**config.mk**
```make
export PLATFORM = sky130hd
export DESIGN_NAME = dmem_port_arbiter
export DESIGN_NICKNAME = d
export VERILOG_FILES = /design/src/rtl/cpu10_pkg.sv /design/src/rtl/arb_sat_counter.sv /design/src/rtl/dmem_port_arbiter.sv
export SDC_FILE = /design/constraint.sdc
export NUM_CORES = 1
export LEC_CHECK = 0
export ABC_AREA = 0
export BUFFER_PORTS_ARGS = -buffer_cell sky130_fd_sc_hd__buf_2
export CORE_UTILIZATION = 40
export CTS_BUF_LIST = sky130_fd_sc_hd__clkbuf_8
export DETAILED_ROUTE_END_ITERATION = 6
export GPL_ROUTABILITY_DRIVEN = 0
export PLACE_DENSITY = 0.85
export SLEW_MARGIN = 20
export SYNTH_ARGS = -nofsm -noshare
export SYNTH_HDL_FRONTEND = slang
export SYNTH_HIERARCHICAL = 1
export SYNTH_SLANG_ARGS = --single-unit
```
**constraint.sdc**
```tcl
create_clock -name clk -period 2.33 [get_ports clk]
set_clock_uncertainty 0.2 [all_clocks]
set_input_delay 0.466 -clock clk [delete_from_list [all_inputs] [get_ports clk]]
set_output_delay 0.466 -clock clk [all_outputs]
set_load 0.02 [all_outputs]
```
**src/rtl/cpu10_pkg.sv**
```systemverilog
// cpu10_pkg: shared data-path widths and data-memory arbiter encodings
package cpu10_pkg;
  localparam int DATA_W = 10;
  localparam int ADDR_W = 10;
  typedef enum logic {S_CPU, S_HOST} arb_state_t;
  typedef enum logic [1:0] {OWN_NONE, OWN_CPU, OWN_HOST} owner_t;
endpackage

```
**src/rtl/arb_sat_counter.sv**
```systemverilog
// arb_sat_counter: up-counter that saturates at MAX; clr has priority over inc
module arb_sat_counter #(
  parameter int W = 4,
  parameter int MAX = 15
) (
  input  logic         clk,
  input  logic         rst,
  input  logic         inc,
  input  logic         clr,
  output logic [W-1:0] cnt
);
  always_ff @(posedge clk or posedge rst)
    if (rst) cnt <= '0;
    else if (clr) cnt <= '0;
    else if (inc && cnt != W'(MAX)) cnt <= cnt + 1'b1;
endmodule

```
**src/rtl/dmem_port_arbiter.sv**
```systemverilog
// dmem_port_arbiter: CPU-priority sharing of the data RAM with a host port, bounded by starvation and burst limits.
// Define ARB_STATS_EN to build the stall/grant statistic counters.
module dmem_port_arbiter #(
  parameter int DATA_W = cpu10_pkg::DATA_W,
  parameter int ADDR_W = cpu10_pkg::ADDR_W,
  parameter int MAX_WAIT = 4,
  parameter int BURST_MAX = 8
) (
  input  logic              clk,
  input  logic              rst,
  input  logic              cpu_req,
  input  logic              cpu_we,
  input  logic [ADDR_W-1:0] cpu_addr,
  input  logic [DATA_W-1:0] cpu_wdata,
  output logic [DATA_W-1:0] cpu_rdata,
  output logic              cpu_stall,
  input  logic              host_req,
  input  logic              host_lock,
  input  logic              host_we,
  input  logic [ADDR_W-1:0] host_addr,
  input  logic [DATA_W-1:0] host_wdata,
  output logic              host_gnt,
  output logic [DATA_W-1:0] host_rdata,
  output logic              host_rvalid,
  output logic              mem_we,
  output logic [ADDR_W-1:0] mem_addr,
  output logic [DATA_W-1:0] mem_wdata,
  input  logic [DATA_W-1:0] mem_rdata,
  output logic [15:0]       stat_cpu_stalls,
  output logic [15:0]       stat_host_grants
);
  import cpu10_pkg::*;
  localparam int WW = $clog2(MAX_WAIT + 1);
  localparam int BW = $clog2(BURST_MAX + 1);
  arb_state_t state;
  owner_t own;
  logic [WW-1:0] wait_cnt;
  logic [BW-1:0] burst_cnt;
  assign host_gnt = host_req && (state == S_HOST ? host_lock && burst_cnt < BW'(BURST_MAX)
                                                 : !cpu_req || wait_cnt == WW'(MAX_WAIT));
  assign own = host_gnt ? OWN_HOST : cpu_req ? OWN_CPU : OWN_NONE;
  // A stall is only charged to the CPU when the host actually takes the RAM, so a burst exit slot goes to the CPU.
  assign cpu_stall = cpu_req && host_gnt;
  assign cpu_rdata = own == OWN_CPU ? mem_rdata : '0;
  assign mem_we = own == OWN_HOST ? host_we : own == OWN_CPU && cpu_we;
  assign mem_addr = own == OWN_HOST ? host_addr : own == OWN_CPU ? cpu_addr : '0;
  assign mem_wdata = own == OWN_HOST ? host_wdata : own == OWN_CPU ? cpu_wdata : '0;
  always_ff @(posedge clk or posedge rst)
    if (rst) begin
      state <= S_CPU;
      host_rvalid <= 1'b0;
      host_rdata <= '0;
    end else begin
      state <= host_gnt && host_lock ? S_HOST : S_CPU;
      host_rvalid <= host_gnt && !host_we;
      if (host_gnt && !host_we) host_rdata <= mem_rdata;
    end
  arb_sat_counter #(.W(WW), .MAX(MAX_WAIT)) u_wait (
    .clk(clk), .rst(rst), .inc(host_req && !host_gnt),
    .clr(host_gnt || !host_req || state == S_HOST), .cnt(wait_cnt)
  );
  // Counts locked beats; any cycle that is not a locked grant ends the burst.
  arb_sat_counter #(.W(BW), .MAX(BURST_MAX)) u_burst (
    .clk(clk), .rst(rst), .inc(host_gnt), .clr(!(host_gnt && host_lock)), .cnt(burst_cnt)
  );
`ifdef ARB_STATS_EN
  arb_sat_counter #(.W(16), .MAX(65535)) u_stat_stall (
    .clk(clk), .rst(rst), .inc(cpu_stall), .clr(1'b0), .cnt(stat_cpu_stalls)
  );
  arb_sat_counter #(.W(16), .MAX(65535)) u_stat_gnt (
    .clk(clk), .rst(rst), .inc(host_gnt), .clr(1'b0), .cnt(stat_host_grants)
  );
`else
  assign stat_cpu_stalls = '0;
  assign stat_host_grants = '0;
`endif
endmodule

```
==> flow_metrics.py <==
metrics = {
    "outcome": {
        "status": "finished with violations",
        "failed_checks": "setup timing",
    },
    "synthesis": {
        "yosys.area_share.simple_pct": 24.00,
        "synth-adder-area-share_pct": 3.137,
        "synthCells": 193,
        "synth_compound_area_share_pct": 9.882,
        "muxShareOfSynthArea_pct": 12.31,
        "yosysTopAreaCell": "dfrtp_1",
        "synthFlopType": "dfrtp_1",
        "ys_seq_elements": 19,
        "syn_avg_cell_area_um2": 8.266,
        "synth_xor_area_share_pct": 0.5490,
        "synth_area_leaders": "dfrtp_1 30%, buf_4 15%, nand2_1 11%",
        "yosysTopAreaCellShare_pct": 29.80,
        "synthArstFlopShare_pct": 100.0,
        "ys_types": 31,
        "synth_top_family_by_area": "simple AND/OR/NAND/NOR gates",
        "syn-cell-area_um2": 1595,
        "yosys_warnings": 6,
        "synth_edf_count": 0,
        "ys_seq_area_share_pct": 29.80,
    },
    "routing": {
        "drt_pass1_iterations": 4,
        "avgRoutedWirePerCell_um": 14.88,
        "ant_nets": 0,
        "wirelength_mm": 5.283,
        "via_per_inst": 4.693,
        "first_iter_violations": 34,
        "remaining_drc_errors": 0,
        "vias": 1666,
    },
    "floorplanning": {
        "row_count": 22,
        "fp.dieW_um": 65.15,
        "dieArea_um2": 4245,
        "ios": 133,
        "core_um2": 3744,
        "start_util_pct": 42.61,
        "dieHeight_um": 65.15,
    },
    "grt": {
        "antenna_found_initial": 0,
        "grt_max_degree": 25,
        "grt_pass1_wl_mm": 7.638,
        "grt-ovfl-total": 0,
        "grt_use_total_pct": 24.07,
        "grt_pass1_vias": 1562,
    },
    "critical_path": {
        "end_kind": "output port",
        "crit_fanout": 6,
        "cp-startpoint": "u_wait/cnt[1]$_DFFE_PP0P_",
        "cp.arrival_ns": 1.74,
        "r2r_start": "u_wait/cnt[1]$_DFFE_PP0P_",
        "start_kind": "flip-flop",
        "required_ns": 1.66,
        "critPathKind": "reg2out",
    },
    "placement": {
        "dpl.hpwl_mm": 3.259,
        "place_ws_ns": 0.04691,
        "placedCellCount": 341,
        "io_buffers": 100,
    },
    "finish": {
        "fill_cells": 282,
        "antenna_cells": 0,
        "areaGrowthSynthToFinish_pct": 65.49,
        "drive_above_1_share_pct": 56.35,
        "nets": 369,
        "final_cells": 355,
    },
    "clocking": {
        "cts_sinks": 19,
        "cts_tree": "done",
        "cts-buffers-inserted": 3,
        "path_clk_slew_ns": 0.08,
        "htree_levels": 1,
        "clk_latency_ns": 0.26,
        "clock-root-buffer": "clkbuf_8",
        "cts_buffer_depth": 2,
    },
    "power_and_ir_drop": {
        "vdd.ir_drop.worst_mv": 0.4306,
        "p_leak_nw": 1.405,
        "p_total_mw": 1.238,
        "power.density_nw_per_um2": 468.8,
    },
    "sta": {
        "drv_slew": 0,
        "finalCritPeriodShare_pct": 103.4,
        "min_period_ns": 2.410,
        "whs_ns": 0.2454,
        "fmax_mhz": 414.9,
        "finalHoldViolations": 0,
        "setup_viol": 30,
        "fin_ws_ns": -0.08017,
        "rsz0062_at_grt": "true",
    },
    "worst_hold_path": {
        "hp-start": "mem_rdata[4]",
        "min-delay-path-class": "in2reg",
    },
    "job": {
        "max_cap_viol_count": 0,
    },
}
-- sequential cells by signal, summed over array words and instances (netlist names) --
signal	count
host_rdata	10
state	1
u_burst/cnt	4
u_wait/cnt	3
host_rvalid	1
-- synth_stat cells, types with 2 or more instances --
cell,number
buf_6,2
o21ai_1,22
dfrtp_1,19
ha_1,4
nand2b_1,5
buf_4,32
inv_1,8
and2_1,12
nand2_1,46
mux2i_1,2
clkbuf_1,5
mux2_4,11
nor2b_1,3
nor2_1,4
a21oi_1,2
-- repair_timing --
action	in CTS	in global routing
pin swaps	17	13
endpoints found under the hold margin	7	0
hold buffers	1	0
gates resized for setup	80	28
setup endpoints to repair	33	33
setup buffers	3	4
gates cloned	3	1
-- worst paths after layout --
| kind | to | slack (ns) | cells past startpoint |
|---|---|---|---|
| worst max-delay path | mem_addr[7] | -0.08 | 7 |
| worst min-delay path | host_rdata[4]$_DFFE_PP0P_ | 0.25 | 2 |
| worst max register to register | host_rdata[5]$_DFFE_PP0P_ | 0.12 | 7 |
| worst min register to register | host_rdata[4]$_DFFE_PP0P_ | 0.29 | 1 |
| max in group asynchronous | host_rdata[1]$_DFFE_PP0P_ | 1.03 | 3 |
| min in group asynchronous | u_wait/cnt[1]$_DFFE_PP0P_ | 0.44 | 3 |
-- worst max-delay path, cell delays in order, from the launching register on --
cell     delay (ns)
dfrtp_1        0.41
nor3b_4        0.27
o221a_4        0.30
buf_6          0.16
buf_12         0.11
nand2_4        0.04
o21ai_2        0.06
buf_6          0.13
-- per-layer routing --
layer,vias up,GRT usage [%],routed length (µm),share of wire (%)
met1,803,29.12,1963,37
li1,787,-,-,-
met3,8,3.472,234,4.4
met5,-,0,0,0
met2,68,43.62,3006,57
met4,0,7.609,78,1.5
-- cell families after synthesis --
group	Yosys count
AO/OA/AOI/OAI	27
XOR/XNOR	1
adder cells (fa/ha/maj)	4
buffers and inverters	49
flip-flops	19
multiplexers	14
other	1
AND/OR/NAND/NOR	78
-- placed cells by master, fill, tap and decap left out, drive strengths merged, types with 2 or more instances in the layout --
| cell | instances |
|---|---|
| mux2 | 12 |
| nand2b | 5 |
| dfrtp | 19 |
| nor2b | 5 |
| buf | 116 |
| clkbuf | 4 |
| inv | 9 |
| nand2 | 46 |
| conb | 32 |
| o21ai | 22 |
| a21oi | 2 |
| and2 | 12 |
| ha | 4 |
| nor2 | 4 |
| mux2i | 2 |
-- where the power goes --
| part | internal, mW | switching, mW |
|---|---|---|
| Combinational | 0.284 | 0.325 |
| Clock | 0.119 | 0.117 |
| Sequential | 0.369 | 0.0234 |
-- metrics by stage --
step	TNS (ns)	util, %	instance area [µm²]
floorplan	0	-	1712
global placement	0	55.51	2078
detailed placement	0	55.51	2078
CTS	-0.8196	66.04	2472
global route	-2.743	70.52	2640
finish	-1.464	70.52	2640
-- area by class of cell --
cell class	count	area, µm²	area share, %
clock buffer	3	41.29	1.564
clock inverter	1	5.005	0.1896
inverter	9	33.78	1.280
multi-input combinational	157	1076	40.76
sequential	19	475.5	18.01
tap	48	60.06	2.275
timing repair buffer	118	948.4	35.92
(Power assumes the default switching activity.)
